[config.mk]
export PLATFORM = sky130hd
export DESIGN_NAME = spi_xfer_sched
export DESIGN_NICKNAME = d
export VERILOG_FILES = /design/src/rtl/spi_xfer_sched.sv
export SDC_FILE = /design/constraint.sdc
export NUM_CORES = 1
export LEC_CHECK = 0
export CORE_MARGIN = 4
export CORE_UTILIZATION = 40
export CTS_CLUSTER_SIZE = 30
export DETAILED_ROUTE_END_ITERATION = 16
export GPL_TIMING_DRIVEN = 0
export PLACE_DENSITY = 0.92
export SLEW_MARGIN = 20
export SYNTH_ARGS = -nofsm -noshare
export SYNTH_HDL_FRONTEND = slang
export SYNTH_SLANG_ARGS = --single-unit
[constraint.sdc]
create_clock -name clk_i -period 4.8 [get_ports clk_i]
set_input_delay 1.2 -clock clk_i [delete_from_list [all_inputs] [get_ports clk_i]]
set_output_delay 1.2 -clock clk_i [all_outputs]
set_load 0.02 [all_outputs]
[src/rtl/spi_xfer_sched.sv]
// spi_xfer_sched: arbitrates between a write-command FIFO and a read-command
// FIFO and issues one SPI transfer at a time. Reads return the received word
// through a response FIFO. A watchdog abandons transfers that never complete.
//
// Ports:
//   clk_i, rst_n_i                  clock, asynchronous active-low reset
//   wr_cmd_valid_i/data_i/rd_o      write-command FIFO (not empty, head, pop)
//   rd_cmd_valid_i/data_i/rd_o      read-command FIFO (not empty, head, pop)
//   rsp_full_i, rsp_wr_o, rsp_data_o response FIFO (full, push, word)
//   spi_start_o, spi_tx_data_o      one-cycle start and word to shift out
//   spi_done_i, spi_rx_data_i       one-cycle completion and received word
//   busy_o                          high whenever the scheduler is not idle
//   timeout_o                       one-cycle pulse on watchdog expiry
//   grant_rd_o                      type of current/last transfer (1 = read)
module spi_xfer_sched #(
    parameter int unsigned G_WORD_LENGTH = 32,
    parameter int unsigned G_TIMEOUT     = 1023
) (
    input  logic                     clk_i,
    input  logic                     rst_n_i,
    input  logic                     wr_cmd_valid_i,
    input  logic [G_WORD_LENGTH-1:0] wr_cmd_data_i,
    output logic                     wr_cmd_rd_o,
    input  logic                     rd_cmd_valid_i,
    input  logic [G_WORD_LENGTH-1:0] rd_cmd_data_i,
    output logic                     rd_cmd_rd_o,
    input  logic                     rsp_full_i,
    output logic                     rsp_wr_o,
    output logic [G_WORD_LENGTH-1:0] rsp_data_o,
    output logic                     spi_start_o,
    output logic [G_WORD_LENGTH-1:0] spi_tx_data_o,
    input  logic                     spi_done_i,
    input  logic [G_WORD_LENGTH-1:0] spi_rx_data_i,
    output logic                     busy_o,
    output logic                     timeout_o,
    output logic                     grant_rd_o
);

    localparam int unsigned CntW = (G_TIMEOUT < 1) ? 1 : $clog2(G_TIMEOUT + 1);
    localparam logic [CntW-1:0] TimeoutVal = CntW'(G_TIMEOUT);

    typedef enum logic [1:0] {
        StIdle,
        StIssue,
        StWaitDone,
        StResp
    } state_e;

    state_e                   state_q, state_d;
    logic                     grant_rd_q, grant_rd_d;
    logic [G_WORD_LENGTH-1:0] tx_data_q, tx_data_d;
    logic [G_WORD_LENGTH-1:0] rsp_data_q, rsp_data_d;
    logic [CntW-1:0]          cnt_q, cnt_d;
    logic                     start_q, start_d;

    logic wr_elig;
    logic rd_elig;

    assign wr_elig = wr_cmd_valid_i;
    // A read is only taken when its response is guaranteed somewhere to go.
    assign rd_elig = rd_cmd_valid_i & ~rsp_full_i;

    always_comb begin
        state_d     = state_q;
        grant_rd_d  = grant_rd_q;
        tx_data_d   = tx_data_q;
        rsp_data_d  = rsp_data_q;
        cnt_d       = cnt_q;
        start_d     = 1'b0;
        wr_cmd_rd_o = 1'b0;
        rd_cmd_rd_o = 1'b0;
        rsp_wr_o    = 1'b0;
        timeout_o   = 1'b0;

        unique case (state_q)
            StIdle: begin
                // Round-robin: on contention the type not granted last wins.
                if (wr_elig && (!rd_elig || grant_rd_q)) begin
                    wr_cmd_rd_o = 1'b1;
                    tx_data_d   = wr_cmd_data_i;
                    grant_rd_d  = 1'b0;
                    state_d     = StIssue;
                end else if (rd_elig) begin
                    rd_cmd_rd_o = 1'b1;
                    tx_data_d   = rd_cmd_data_i;
                    grant_rd_d  = 1'b1;
                    state_d     = StIssue;
                end
            end
            StIssue: begin
                start_d = 1'b1;
                cnt_d   = '0;
                state_d = StWaitDone;
            end
            StWaitDone: begin
                // Done takes priority over a coincident watchdog expiry.
                if (spi_done_i) begin
                    if (grant_rd_q) begin
                        rsp_data_d = spi_rx_data_i;
                        state_d    = StResp;
                    end else begin
                        state_d = StIdle;
                    end
                end else if (cnt_q == TimeoutVal) begin
                    timeout_o = 1'b1;
                    state_d   = StIdle;
                end else begin
                    cnt_d = cnt_q + CntW'(1);
                end
            end
            StResp: begin
                if (!rsp_full_i) begin
                    rsp_wr_o = 1'b1;
                    state_d  = StIdle;
                end
            end
            default: state_d = StIdle;
        endcase
    end

    always_ff @(posedge clk_i or negedge rst_n_i) begin
        if (!rst_n_i) begin
            state_q    <= StIdle;
            grant_rd_q <= 1'b1;
            tx_data_q  <= '0;
            rsp_data_q <= '0;
            cnt_q      <= '0;
            start_q    <= 1'b0;
        end else begin
            state_q    <= state_d;
            grant_rd_q <= grant_rd_d;
            tx_data_q  <= tx_data_d;
            rsp_data_q <= rsp_data_d;
            cnt_q      <= cnt_d;
            start_q    <= start_d;
        end
    end

    assign spi_start_o   = start_q;
    assign spi_tx_data_o = tx_data_q;
    assign rsp_data_o    = rsp_data_q;
    assign grant_rd_o    = grant_rd_q;
    assign busy_o        = (state_q != StIdle);

endmodule

==> reports/results.txt <==
Outcome: complete, no violations
Post-DP HPWL: 7670 µm
Cell Int Power: 0.00199 W
Post-synth EDFFs: 0
Post-layout util: 0.666
Comb power frac: 0.497
GRT Total Usage: 0.193
# nets final: 579
Reg clk slew, reported paths: 0.08 ns
Final Max Slew Viols: 0
CTS Hold Buffers Added: 0
Period utilization: 0.911
Routability-driven placement congestion ratio: 0.873
CP Class: in -> out
CP arrival: 3.17 ns
Drt first pass iters: 4
NetSw: 0.00122 W
Crit path cell chain: clkdlybuf4s50_1 > nand2b_1 > o21ai_2 > buf_4 > nor2_1 > clkdlybuf4s50_1
Minimum clock period: 4.37 ns
Most Frequent Cell on Critical Path: clkdlybuf4s50_1
Sequential-to-total area share from yosys stat: 0.567
Hold Path Origin: spi_tx_data_o[31]
Final Power: 0.00321 W
Final Hold Fails: 0
Grt ovf: 0
Post-Syn Nets: 395
PwrDens: 581 mW/mm²
Post-Syn Instances: 292
Syn Std Cell Area: 0.00344 mm²
Finished layout cell area: 0.00552 mm²
Crit-path max cell delay: 0.53 ns
DRT iter0 DRCs: 65
Max Cap Violations: 0
Leak: 2.44 nW
Post-synthesis register bit count: 78
Most frequent cells in the layout: clkdlybuf4s50_1 (171), dfrtp_1 (77), nand2_1 (40)
WHS Endpoint: spi_tx_data_o[31]
Fillers: 644
CP Buf/Inv Count: 3
Core area: 0.00830 mm²
Clk root buf: clkbuf_8
Drt drc: 0
Die area: 0.0102 mm²
Ant. Diodes: 0
Die height: 101 µm
Final ANT Viol Nets: 0
Post-Place Cell Area: 0.00532 mm²
Worst reg2reg endpoint: rsp_data_o[4]
Max transition margin: 0.700
Delay-heaviest family, CP: buffers and inverters
FFs w/ async S/R, synth: 1.00
Warnings from Yosys: 0
CP required: 3.60 ns
Max FO, Critical Path: 10
DR WL/cell: 16.3 µm
Worst setup SP type: primary input
Share of cells above drive strength 1: 0.150
CP max stage cell: clkdlybuf4s50_1
Starting density of the core: 0.415
Avg Inst Size Synth: 11.8 µm²
Synth-to-Final Area Change: 60.5%
Via count: 2,956
Worst IR drop on VDD: 0.276 mV
Die width: 101 µm
Port buffer count: 172
Setup_tns: 0 ns
Clock net sink count: 78
Post-Route WL: 9570 µm
Htree depth: 3
Cell count after placement: 570
Hold WC Path Type: reg -> reg
Sequential share of power: 0.347
Rows: 33
Num CTS Buffers: 9
Netlist cell types: 41
Final non-filler cell total: 586
Clock power share: 0.157
DR vias/cell: 5.04
Fmax: 229 MHz
Pin count of the biggest net entering global routing: 50
Post-CTS setup buffer count: 0
Vias in the first global route: 3,146
Most used flip-flop cell after synthesis: dfrtp_1
First-pass GRT wire length: 15,300 µm
Hold path depth: 2
Setup slack, reg-to-reg: 2.99 ns
Worst-Skew Late Latency: 0.35 ns
Sw Ratio: 0.380
Clk_skew: 0.0120 ns
Crit path from: rsp_full_i
TritonCTS clock tree: yes
Reg2Reg Launch Point: state_q[0]
Slew @ Worst Pin: 0.451 ns
Io pins: 173
R2R cell count: 5
Initial antenna violation count: 0
Final setup viols: 0
CP Capture Type: primary output
Most common cell after layout, fill and taps aside: clkdlybuf4s50_1
RSZ-0062 raised after global routing: no
CTS resizes: 0
Clock Path Buffers: 2
==> final cells by class <==
cell class | instances | area, µm² | area share
sequential | 78 | 1950 | 0.354
timing repair buffer | 173 | 1750 | 0.316
multi-input combinational | 193 | 1380 | 0.250
tap | 105 | 131 | 0.0238
clock buffer | 9 | 124 | 0.0224
buffer | 15 | 85.1 | 0.0154
clock inverter | 7 | 80.1 | 0.0145
inverter | 6 | 22.5 | 0.00408
==> Yosys cell counts, types with 2 or more instances <==
cell       n  area share
and4_1     2      0.0051
a31oi_1    4      0.0073
o21ai_0   35       0.051
buf_4      3      0.0065
nand2_1   40       0.044
nand4_1    3      0.0055
mux2i_1   32       0.093
nor2_1     4      0.0044
inv_1      6      0.0065
mux2_2    33        0.11
nand3_1    4      0.0058
clkbuf_1   3      0.0033
nor3b_1    2      0.0044
o21ai_1    4      0.0058
nor3_1     3      0.0044
a21oi_1    5      0.0073
dfrtp_1   77        0.56
buf_2      7       0.010
nand2b_1   2      0.0036
a21o_1     2      0.0044
==> kinds of logic after synthesis <==
| logic type | share of synthesized area |
|---|---|
| AND/OR/NAND/NOR | 0.0942 |
| buffers and inverters | 0.0313 |
| XOR/XNOR | 0.00254 |
| adder cells (fa/ha/maj) | 0.00363 |
| flip-flops | 0.567 |
| AO/OA/AOI/OAI | 0.100 |
| multiplexers | 0.201 |
==> routing by layer <==
metal,vias up,routed length [µm],track usage
li1,1396,-,-
met1,1425,3550,0.218
met2,123,4940,0.338
met3,12,924,0.0657
met4,0,159,0.0684
met5,-,0,0
==> worst min-delay path: stages, from the launching register on <==
cell,delay (ns)
dfrtp_1,0.35
nand2_1,0.05
o21ai_0,0.06
==> per-stage QoR <==
stage | setup WS (ns) | hold slack (ns)
CTS | 0.400 | 0.488
finish | 0.426 | 0.483
detailed placement | 0.408 | 0.472
global placement | -0.118 | 0.462
global route | 0.331 | 0.512
floorplan | 1.61 | 0.477
==> state kept, by name, indices dropped and copies added (netlist names) <==
register       cells
rsp_data_o        32
spi_tx_data_o     32
cnt_q             10
state_q            2
grant_rd_o         1
spi_start_o        1
==> power groups by stage <==
| stage | Sequential, W | Combinational, W | Clock [W] |
|---|---|---|---|
| 3_5_place_dp | 0.00113 | 0.00162 | 0 |
| 6_report | 0.00111 | 0.00159 | 0.000503 |
| 2_1_floorplan | 0.00144 | 0.000461 | 0 |
| 5_1_grt | 0.00115 | 0.00171 | 0.000549 |
| 4_1_cts | 0.00112 | 0.00162 | 0.000519 |
| 3_3_place_gp | 0.00111 | 0.00157 | 0 |
==> worst max path at each step <==
stage	endpoint	depth (start not counted)
after global routing	wr_cmd_rd_o	6
after floorplan	wr_cmd_rd_o	4
after detailed placement	wr_cmd_rd_o	6
final	wr_cmd_rd_o	6
after global placement	spi_tx_data_o[20]	1
after CTS	wr_cmd_rd_o	6
Power figures use the tool's default switching activity.
